<file path="config.mk">
export PLATFORM = sky130hd
export DESIGN_NAME = conv_controller
export DESIGN_NICKNAME = d
export VERILOG_FILES = /design/src/rtl/conv_controller.sv
export SDC_FILE = /design/constraint.sdc
export NUM_CORES = 1
export LEC_CHECK = 0
export ABC_AREA = 1
export BUFFER_PORTS_ARGS = -buffer_cell sky130_fd_sc_hd__buf_2
export CAP_MARGIN = 20
export CORE_ASPECT_RATIO = 1.75
export CORE_MARGIN = 2
export CORE_UTILIZATION = 30
export DETAILED_ROUTE_END_ITERATION = 8
export PLACE_DENSITY = 0.58
export RECOVER_POWER = 50
export SETUP_SLACK_MARGIN = 0.4
export SLEW_MARGIN = 20
export SYNTH_ARGS = -nofsm -noshare
export SYNTH_HDL_FRONTEND = slang
export SYNTH_SLANG_ARGS = --single-unit
</file>
<file path="constraint.sdc">
create_clock -name clk -period 2.3 [get_ports clk]
set_input_delay 0.46 -clock clk [delete_from_list [all_inputs] [get_ports clk]]
set_output_delay 0.46 -clock clk [all_outputs]
set_load 0.02 [all_outputs]
</file>
<file path="src/rtl/conv_controller.sv">
// -----------------------------------------------------------------------------
// conv_controller
//
// Sequences one convolution pass. The kernel weights are loaded first, then an
// image is streamed in raster order into a combinational convolution datapath.
// This block sits outside that datapath. It produces the shift strobes, tracks
// the pixel position, and flags when the datapath's adder output holds a
// complete KERNEL_SIZE x KERNEL_SIZE window result.
//
// Parameters
//   KERNEL_SIZE : kernel edge length (weight count is KERNEL_SIZE**2)
//   IMG_WIDTH   : pixels per image row
//   IMG_HEIGHT  : rows per image
//
// Ports
//   clk          : single clock, rising edge
//   reset        : asynchronous active-high reset
//   start        : pulse that begins one weight-load plus image pass (IDLE only)
//   w_valid      : upstream offers one weight word this cycle
//   weight_write : datapath weight-shift strobe (w_valid while loading)
//   weight_idx   : index of the weight being written, 0..KERNEL_SIZE**2-1
//   pix_valid    : upstream offers one pixel this cycle
//   pix_ready    : controller accepts a pixel this cycle
//   write        : datapath pixel-window shift strobe (pix_valid & pix_ready)
//   out_valid    : datapath add_result holds a valid convolution result
//   out_ready    : downstream consumes the result when high with out_valid
//   busy         : high in every state except IDLE
//   done         : one-cycle pulse at the end of a pass
// -----------------------------------------------------------------------------
module conv_controller #(
  parameter  int KERNEL_SIZE = 5,
  parameter  int IMG_WIDTH   = 28,
  parameter  int IMG_HEIGHT  = 28,
  localparam int NUM_W       = KERNEL_SIZE * KERNEL_SIZE,
  localparam int IDX_W       = (NUM_W > 1) ? $clog2(NUM_W) : 1
) (
  input  logic             clk,
  input  logic             reset,
  input  logic             start,
  input  logic             w_valid,
  output logic             weight_write,
  output logic [IDX_W-1:0] weight_idx,
  input  logic             pix_valid,
  output logic             pix_ready,
  output logic             write,
  output logic             out_valid,
  input  logic             out_ready,
  output logic             busy,
  output logic             done
);

  localparam int COL_W = (IMG_WIDTH  > 1) ? $clog2(IMG_WIDTH)  : 1;
  localparam int ROW_W = (IMG_HEIGHT > 1) ? $clog2(IMG_HEIGHT) : 1;

  localparam logic [IDX_W-1:0] LAST_W   = IDX_W'(NUM_W - 1);
  localparam logic [COL_W-1:0] LAST_COL = COL_W'(IMG_WIDTH - 1);
  localparam logic [ROW_W-1:0] LAST_ROW = ROW_W'(IMG_HEIGHT - 1);
  // First column/row at which the window is completely filled with image data.
  localparam logic [COL_W-1:0] FULL_COL = COL_W'(KERNEL_SIZE - 1);
  localparam logic [ROW_W-1:0] FULL_ROW = ROW_W'(KERNEL_SIZE - 1);

  typedef enum logic [2:0] {
    IDLE,
    LOAD_W,
    RUN,
    DRAIN,
    DONE
  } state_t;

  state_t           state_reg, state_next;
  logic [IDX_W-1:0] widx_reg, widx_next;
  logic [COL_W-1:0] col_reg, col_next;
  logic [ROW_W-1:0] row_reg, row_next;
  logic             out_valid_reg, out_valid_next;
  logic             result_write;  // this write completes a full window

  // ---------------------------------------------------------------------------
  // State register
  // ---------------------------------------------------------------------------
  always_ff @(posedge clk or posedge reset) begin
    if (reset) begin
      state_reg     <= IDLE;
      widx_reg      <= '0;
      col_reg       <= '0;
      row_reg       <= '0;
      out_valid_reg <= 1'b0;
    end else begin
      state_reg     <= state_next;
      widx_reg      <= widx_next;
      col_reg       <= col_next;
      row_reg       <= row_next;
      out_valid_reg <= out_valid_next;
    end
  end

  // ---------------------------------------------------------------------------
  // Next-state and output logic
  // ---------------------------------------------------------------------------
  always_comb begin
    state_next     = state_reg;
    widx_next      = widx_reg;
    col_next       = col_reg;
    row_next       = row_reg;
    out_valid_next = out_valid_reg;
    result_write   = 1'b0;
    weight_write   = 1'b0;
    pix_ready      = 1'b0;
    write          = 1'b0;
    done           = 1'b0;

    case (state_reg)
      IDLE: begin
        if (start) begin
          state_next = LOAD_W;
          widx_next  = '0;
        end
      end

      LOAD_W: begin
        weight_write = w_valid;
        if (w_valid) begin
          if (widx_reg == LAST_W) begin
            widx_next  = '0;
            col_next   = '0;
            row_next   = '0;
            state_next = RUN;
          end else begin
            widx_next = widx_reg + 1'b1;
          end
        end
      end

      RUN: begin
        // An unconsumed result would be overwritten by the next window shift,
        // so input is stalled until downstream takes it.
        pix_ready = !(out_valid_reg && !out_ready);
        write     = pix_valid && pix_ready;
        if (write) begin
          result_write = (row_reg >= FULL_ROW) && (col_reg >= FULL_COL);
          if (col_reg == LAST_COL) begin
            col_next = '0;
            if (row_reg == LAST_ROW) begin
              row_next   = '0;
              state_next = DRAIN;
            end else begin
              row_next = row_reg + 1'b1;
            end
          end else begin
            col_next = col_reg + 1'b1;
          end
        end
      end

      DRAIN: begin
        // Wait for the last result (if any) to leave before ending the pass.
        if (!out_valid_reg || out_ready) begin
          state_next = DONE;
        end
      end

      DONE: begin
        done       = 1'b1;
        state_next = IDLE;
      end

      default: begin
        state_next = IDLE;
      end
    endcase

    // A fresh result in the same cycle as a consume keeps out_valid high.
    if (result_write) begin
      out_valid_next = 1'b1;
    end else if (out_ready) begin
      out_valid_next = 1'b0;
    end
  end

  assign weight_idx = widx_reg;
  assign out_valid  = out_valid_reg;
  assign busy       = (state_reg != IDLE);

endmodule

</file>
# == Yosys cells after proc, flatten, opt, wreduce, memory -nomap -nowiden ==
# Cells that the tools add are included.
# W data, S select, Z words.
# word_totals
ram_bits,0
output_inout_bits,11
latch_bits,0
in_bits,6
ff_bits,19
romBits,0
wordCells,69
mem_count,0
# classes
n_eq_ne,14
muxes,29
bitwise_logic,0
mul,0
reduce_logical,16
magnitude_cmp,2
div,0
shift,0
n_addsub,3
# ops
cell,count
$mux W5,10
$pmux W5 S2,3
$mux W3,7
$add A5 B1 Y5 const B,3
$eq A5 B5 Y1 const B,3
$ne A2 B2 Y1 const B,7
$pmux W3 S4,1
$ge A5 B3 Y1 const B,2
$mux W1,8
$reduce_and A7 Y1,1
$eq A3 B2 Y1 const B,2
$reduce_bool A2 Y1,3
$reduce_and A5 Y1,1
$reduce_and A4 Y1,1
$eq A3 B1 Y1 const B,1
$eq A3 B3 Y1 const B,1
$logic_and A1 B1 Y1,3
$logic_not A1 Y1,3
$logic_not A3 Y1,1
$reduce_and A3 Y1,1
$reduce_bool A3 Y1,1
$logic_or A1 B1 Y1,1

# == Longest topological paths before layout ==
# Gate-level depths: netlist of the first run.
# logic_depth
depth_word,7
ltp_mapped,11
depth_no_buf,11

# == Worst setup path before layout of the first run ==
# OpenSTA, ideal clock, no wires.
# synth_timing
path_type,reg-to-output
from,register state_reg[2]
to,output weight_write
t_arrival_ps,1055
path_stages_with_launch,4
t_required_ps,1840
path_buffers,0
setup_slack_ps,785
path_cell_list,dfrtp_1 > nor2_2 > nand2_2 > nor2_1
# synth_between
elab_chain_len,2
# synth_lines
item,line_no,text
start: declaration,70,"state_t state_reg, state_next;"
start signal: assignment,88,state_reg <= state_next;
$eq A3 B1 Y1,111,case (state_reg)
$mux W1,111,
end: declaration,41,"output logic weight_write,"
# Every way passes these cells.

# == Worst setup path in the final report of the first run ==
# Same ends and word-level chain as after synthesis.

==> results of run 1 <==
==> repair_timing <==
item / 4_1_cts / 5_1_grt
gates resized for setup: 1 / 2
pin swaps: 0 / 0
setup endpoints to repair: 1 / 2
==> how the worst max path moves through the flow <==
stage,endpoint,cells after the start,slack (ns),startpoint
after floorplan,weight_write,3,0.78,state_reg[2]
after global placement,write,4,0.68,state_reg[0]
after detailed placement,write,4,0.68,state_reg[0]
after CTS,write,4,0.40,state_reg[2]
after global routing,weight_write,4,0.36,state_reg[2]
final,weight_write,4,0.45,state_reg[2]
==> metrics by stage <==
stage | setup WS [ns] | utilization
2_1_floorplan | 0.785 | -
3_3_place_gp | 0.683 | 0.345
3_5_place_dp | 0.682 | 0.345
4_1_cts | 0.400 | 0.356
5_1_grt | 0.363 | 0.355
6_report | 0.447 | 0.355
==> metal layers <==
layer	GRT usage	share of wire	vias to the layer above
met2	0.248	0.56	16
met4	0.0375	0.013	0
li1	-	-	603
met5	0	0	-
met3	0.0197	0.025	5
met1	0.127	0.40	547
==> cell type report <==
| class | instances | area share |
|---|---|---|
| inverters | 28 | 0.0706 |
| repair buffers | 16 | 0.0505 |
| flip-flops and latches | 19 | 0.320 |
| multi-input cells | 133 | 0.487 |
| well taps | 49 | 0.0412 |
| clock buffers | 4 | 0.0303 |
==> power groups by stage <==
stage / Clock (mW) / Combinational [mW] / Sequential, mW
floorplan: 0 / 0.147 / 0.418
global placement: 0 / 0.152 / 0.446
detailed placement: 0 / 0.156 / 0.444
CTS: 0.248 / 0.156 / 0.439
global route: 0.260 / 0.174 / 0.450
finish: 0.241 / 0.152 / 0.439
==> cell usage in the layout (no fill, tap or decap), types with 4 or more instances in the layout <==
master    synthesis  layout
nand2_1          50      50
clkbuf_1          0       5
nor2_1           19      18
nand2_4           5       5
nand4_1           5       5
buf_2             1      12
dfrtp_1          19      18
inv_1            25      25
nand3_1          20      20
xor2_1            6       6
nand2_2           4       4
o21ai_0           4       4
ha_1              6       6
==> cells by family after synthesis <==
kind of cell / share of synthesized area
fa+ha+maj: 0.0571
simple gates: 0.405
compound gates: 0.0466
buf+inv: 0.0894
flops: 0.362
xor+xnor: 0.0400
==> critical path, cell delays in order (launching register included) <==
cell     delay [ns]
dfrtp_1        0.49
nor2_2         0.23
nand2_2        0.08
nor2_1         0.14
buf_2          0.19
==> summary.md, run 1 <==
| Metric | Value |
|---|---|
| Die width | `54.0 um` |
| RePlAce Congestion | `0.750` |
| Power Total | `832 uW` |
| Synth Flop Type | `dfrtp_1` |
| Psw | `262 uW` |
| Vias in the first global route | `1121` |
| First-pass GRT wire length | `4.73 mm` |
| Initial cell density of the core | `0.314` |
| Row cnt | `31` |
| R2r setup slk | `0.70 ns` |
| Vias per inst | `4.70` |
| Worst Skew | `0.00556 ns` |
| Yosys top cell area share | `0.362` |
| P_leak | `0.824 nW` |
| Pint | `570 uW` |
| Power share of the clock group | `0.289` |
| Slew HR | `0.499` |
| Tcrit/Tclk final | `0.806` |
| Worst hold-check path type | `in -> async` |
| Post-route cell area | `1490 sq um` |
| First-pass DRT Iterations | `4` |
| Total GRT Usage | `0.127` |
| Synth area leader | `dfrtp_1` |
| Die height | `91.6 um` |
| Full die area | `4950 sq um` |
| Routed Antenna Nets | `0` |
| Clock slew at reported path FFs | `0.08 ns` |
| Nets | `213` |
| Largest net degree at the start of global routing | `20` |
| Pwr dens | `559 nW/um^2` |
| CTS root buf | `clkbuf_8` |
| Status | `completed` |
| Avg WL per Cell | `11.4 um` |
| Required time worst endpoint | `1.84 ns` |
| Worst reg2reg startpoint | `weight_idx[0]` |
| Distinct cells, synth | `22` |
| Max H-tree Level | `1` |
| Total Routed Length | `2.83 mm` |
| Grt total ovfl | `0` |
| Max Buffers Root-to-Sink | `2` |
| Comb power frac | `0.182` |
| Crit. End Element | `output port` |
| Post-synth EDFFs | `0` |
| Ys async rst share | `1.00` |
| Top cells by instance count after synthesis | `nand2_1 (50), inv_1 (25), nand3_1 (20)` |
| Port buffer count | `16` |
| Yosys reg bits | `19` |
| Post-synthesis sequential area ratio | `0.362` |
| Synth area leaders | `dfrtp_1 (36%), nand2_1 (14%), nand3_1 (7.6%)` |
| Post-DP HPWL | `2.28 mm` |
| Net Sw Frac | `0.315` |
| Crit Path Max Fanout | `6` |
| CTS tree | `yes` |
| WS Path Type | `reg -> out` |
| Period minus WS final | `1.85 ns` |
| Final hold vios | `0` |
| Initial antenna violation count | `0` |
| Worst skew pair latency | `0.26 ns` |
| Remaining DRCs | `0` |
| Diode count | `0` |
| Post-synthesis cell count | `182` |
| Layout cells sized above 1 | `0.180` |
| Peak supply drop | `0.237 mV` |
| Syn Nets | `194` |
| Synth Cell Area | `1320 sq um` |
| Hold Buf Count CTS | `0` |
| WHS | `0.319 ns` |
| Fillers | `464` |
| Max-slew violations | `0` |
| R2R cell count | `11` |
| FF/Latch Area | `477 sq um` |
| Max-Cap Viols | `0` |
| Placeable Area | `4190 sq um` |
| IO Count | `17` |
| RSZ-0062 raised after global routing | `no` |
| Placed insts | `245` |
| Fmax | `540 MHz` |
| DRT iter0 DRCs | `9` |
| Setup bufs post-CTS | `0` |
| Layout area overhead | `13.1%` |
| Area post-placement | `1440 sq um` |
| CTS buffer count | `3` |
| Arr. time, crit path | `1.39 ns` |
| Vias | `1171` |
| Clock Sinks | `19` |
| Syn avg cell area | `7.23 sq um` |
| Fin cells | `249` |
| Actual slew at the worst max-slew pin | `0.750 ns` |
| Worst setup SP type | `register` |
| Area of the multi-input gates | `724 sq um` |
| Worst R2R End | `row_reg[3]` |
| Sequential share of power | `0.528` |
| Count leader, synth | `nand2_1` |
| Setup TNS | `0 ns` |
| # setup viols final | `0` |
| Ys Warns | `0` |
(Power assumes the default switching activity.)
==> inputs of run 2 (changes only) <==
--- a/config.mk
+++ b/config.mk
@@ -5,14 +5,14 @@
 export SDC_FILE = /design/constraint.sdc
 export NUM_CORES = 1
 export LEC_CHECK = 0
-export ABC_AREA = 1
+export ABC_AREA = 0
 export BUFFER_PORTS_ARGS = -buffer_cell sky130_fd_sc_hd__buf_2
 export CAP_MARGIN = 20
 export CORE_ASPECT_RATIO = 1.75
 export CORE_MARGIN = 2
 export CORE_UTILIZATION = 30
 export DETAILED_ROUTE_END_ITERATION = 8
-export PLACE_DENSITY = 0.58
+export PLACE_DENSITY = 0.6
 export RECOVER_POWER = 50
 export SETUP_SLACK_MARGIN = 0.4
 export SLEW_MARGIN = 20
==> constraint.sdc (replaced) <==
create_clock -name clk -period 1.6 [get_ports clk]
set_input_delay 0.32 -clock clk [delete_from_list [all_inputs] [get_ports clk]]
set_output_delay 0.32 -clock clk [all_outputs]
set_load 0.02 [all_outputs]
==> run 2 against run 1 <==
The run now ends with setup timing left; synthesized area fell by 9.1%; core utilization rose by 16 points; global-route usage rose by 4.4 points; cell count fell by 4.8%; largest power group is now combinational logic; sequential power rose by 37%; die area fell by 8.6%; non-clock buffer count rose by 46.
==> summary.md, run 2 <==
| Metric | Value |
|---|---|
| Placed insts | `215 (-12%)` |
| Max Buffers Root-to-Sink | `2 (unchanged)` |
| Period minus WS final | `1.74 ns` |
| Worst skew pair latency | `0.25 ns (about the same)` |
| Failing checks | `setup timing` |
| Count leader, synth | `dfrtp_1` |
| Routed Antenna Nets | `0 (unchanged)` |
| Clock slew at reported path FFs | `0.08 ns (about the same)` |
| Avg WL per Cell | `15.0 um (+32%)` |
| Clock Sinks | `19 (unchanged)` |
| Yosys reg bits | `19 (unchanged)` |
| Synth area leaders | `dfrtp_1 (40%), ha_1 (6.3%), nand2_1 (4.1%)` |
| Vias | `1229 (+5.0%)` |
| Fmax | `576 MHz` |
| Peak supply drop | `0.501 mV (+110%)` |
| CTS tree | `yes` |
| Worst hold-check path type | `in -> async` |
| Vias in the first global route | `1272 (+13%)` |
| Post-DP HPWL | `2.49 mm (+9.2%)` |
| Most common cell after layout, fill and taps aside | `buf_4` |
| Diode count | `0 (unchanged)` |
| P_leak | `0.911 nW (+11%)` |
| Required time worst endpoint | `1.28 ns (-0.56 ns)` |
| Yosys top cell area share | `0.398 (+0.0363)` |
| Full die area | `4520 sq um (-8.6%)` |
| Syn Nets | `139 (-28%)` |
| Tcrit/Tclk final | `1.09` |
| Status | `complete, but fails checks` |
| Layout area overhead | `66.4%` |
| Post-route cell area | `1990 sq um (+34%)` |
| Total Routed Length | `3.55 mm (+25%)` |
| Max-Cap Viols | `0 (unchanged)` |
| Worst setup margin | `-0.137 ns (-0.584 ns)` |
| Die width | `51.7 um (-4.3%)` |
| Initial cell density of the core | `0.309 (-0.00486)` |
| CTS buffer count | `3 (unchanged)` |
| Worst Skew | `0.00195 ns (-0.00361 ns)` |
| Die height | `87.5 um (-4.5%)` |
| Max H-tree Level | `1 (unchanged)` |
| Largest net degree at the start of global routing | `20 (unchanged)` |
| RePlAce Congestion | `0.840 (+12%)` |
| Placeable Area | `3870 sq um (-7.7%)` |
| Worst setup SP type | `register` |
| Row cnt | `30 (-3.2%)` |
| Total GRT Usage | `0.171 (+0.0437)` |
| Synth Flop Type | `dfrtp_1` |
| Port buffer count | `16 (unchanged)` |
| Pwr dens | `821 nW/um^2 (+47%)` |
| Fillers | `341 (-27%)` |
| Power Total | `1.63 mW (+96%)` |
| Ys async rst share | `1.00 (unchanged)` |
| Nets | `202 (-5.2%)` |
| Fin cells | `237 (-4.8%)` |
| WHS | `0.379 ns (+0.0605 ns)` |
| Synth Cell Area | `1190 sq um (-9.1%)` |
| WS Path Type | `reg -> out` |
| CTS root buf | `clkbuf_8` |
| Actual slew at the worst max-slew pin | `1.07 ns (+0.317 ns)` |
| Area post-placement | `1560 sq um (+8.3%)` |
| First-pass DRT Iterations | `6 (+2)` |
| Crit Path Max Fanout | `4 (-2)` |
| IO Count | `17 (unchanged)` |
| Commonest non-fill, non-tap cells in the layout | `buf_4 (28), buf_6 (26), dfrtp_1 (14)` |
| Post-synth EDFFs | `0 (unchanged)` |
| RSZ-0062 raised after global routing | `yes` |
| DRT iter0 DRCs | `19 (+10)` |
| Top cells by instance count after synthesis | `dfrtp_1 (19), nand2_1 (13), inv_1 (11)` |
| Post-synthesis sequential area ratio | `0.398 (+0.0363)` |
| First-pass GRT wire length | `5.90 mm (+25%)` |
| Crit. End Element | `output port` |
| Vias per inst | `5.19 (+10%)` |
| Slew HR | `0.289 (-0.211)` |
| Synth area leader | `dfrtp_1` |
| Max-slew violations | `0 (unchanged)` |
| Layout cells sized above 1 | `0.608 (+0.428)` |
| Grt total ovfl | `0 (unchanged)` |
| Final hold vios | `0 (unchanged)` |
| Distinct cells, synth | `40 (+82%)` |
| Arr. time, crit path | `1.42 ns (+0.03 ns)` |
| Remaining DRCs | `0 (unchanged)` |
| Syn avg cell area | `9.41 sq um (+30%)` |
| # setup viols final | `11 (+11)` |
| Initial antenna violation count | `0 (unchanged)` |
| Final Core Density | `0.514 (+0.159)` |
| Post-synthesis cell count | `127 (-30%)` |
| Ys Warns | `0 (unchanged)` |
==> run 2: cell count changes after synthesis, sizes merged, moves of 5 or more <==
cell   previous run  this run
xor2              6         0
nand2            59        13
and4b             0         5
nand3            21         5
nor2             24         4
inv              28        11
==> run 2: final timing paths <==
check / endpoint / startpoint / slack (ns) / cells after the start
max reg2reg: row_reg[0] / state_reg[2] / -0.11 / 5
max in group asynchronous: state_reg[2] / reset / 0.51 / 3
min: row_reg[3] / reset / 0.38 / 3
min in group clk: out_valid / pix_valid / 0.40 / 3
min reg2reg: weight_idx[4] / weight_idx[4] / 0.55 / 1
max: pix_ready / state_reg[2] / -0.14 / 4
==> run 2: layout make-up <==
class / instances / area [sq um] / area share
clock inverters: 1 / 5.00 / 0.00252
clock buffers: 3 / 41.3 / 0.0208
flip-flops and latches: 19 / 482 / 0.242
well taps: 48 / 60.1 / 0.0302
multi-input cells: 93 / 817 / 0.411
inverters: 11 / 41.3 / 0.0208
repair buffers: 62 / 542 / 0.272
==> run 2: cell families (layout without fill, tap and decap cells) <==
kind of cell | count (synthesis) | count (layout) | share of synthesized area
compound gates | 31 | 31 | 0.176
fa+ha+maj | 6 | 6 | 0.0628
buf+inv | 15 | 77 | 0.0492
flops | 19 | 19 | 0.398
mux | 4 | 4 | 0.0346
simple gates | 52 | 52 | 0.280
==> run 2: critical path: stages (launching register included) <==
cell	delay (ns)
dfrtp_2	0.45
nor3b_4	0.30
buf_4	0.17
and2_4	0.13
buf_6	0.11
==> run 2: stage by stage <==
stage / TNS [ns] / worst slack, ns
finish: -0.516 / -0.137
global route: -1.42 / -0.181
CTS: -0.426 / -0.129
detailed placement: -0.0517 / -0.0247
global placement: -0.0148 / -0.0148
floorplan: -0.141 / -0.0498
==> run 2: metal layers <==
layer | up-vias | part of all wire | global-route usage
met2 | 42 | 0.55 | 0.329
li1 | 591 | - | -
met4 | 0 | 0.035 | 0.0598
met3 | 13 | 0.036 | 0.0189
met1 | 583 | 0.38 | 0.185
met5 | - | 0 | 0
==> run 2: where the power goes <==
group / leakage [nW] / internal, mW / total (mW) / switching, mW
clock: 0.0255 / 0.173 / 0.343 / 0.170
sequential: 0.224 / 0.549 / 0.603 / 0.0539
combinational: 0.662 / 0.354 / 0.686 / 0.332
==> run 2: repair_timing <==
| item | in CTS | in global routing |
|---|---|---|
| endpoints found under the setup margin | 27 | 29 |
| hold buffers | 0 | 0 |
| buffers inserted | 11 | 7 |
| pin swaps | 14 | 9 |
| gates resized for setup | 49 | 25 |
| hold endpoints to repair | 0 | 0 |
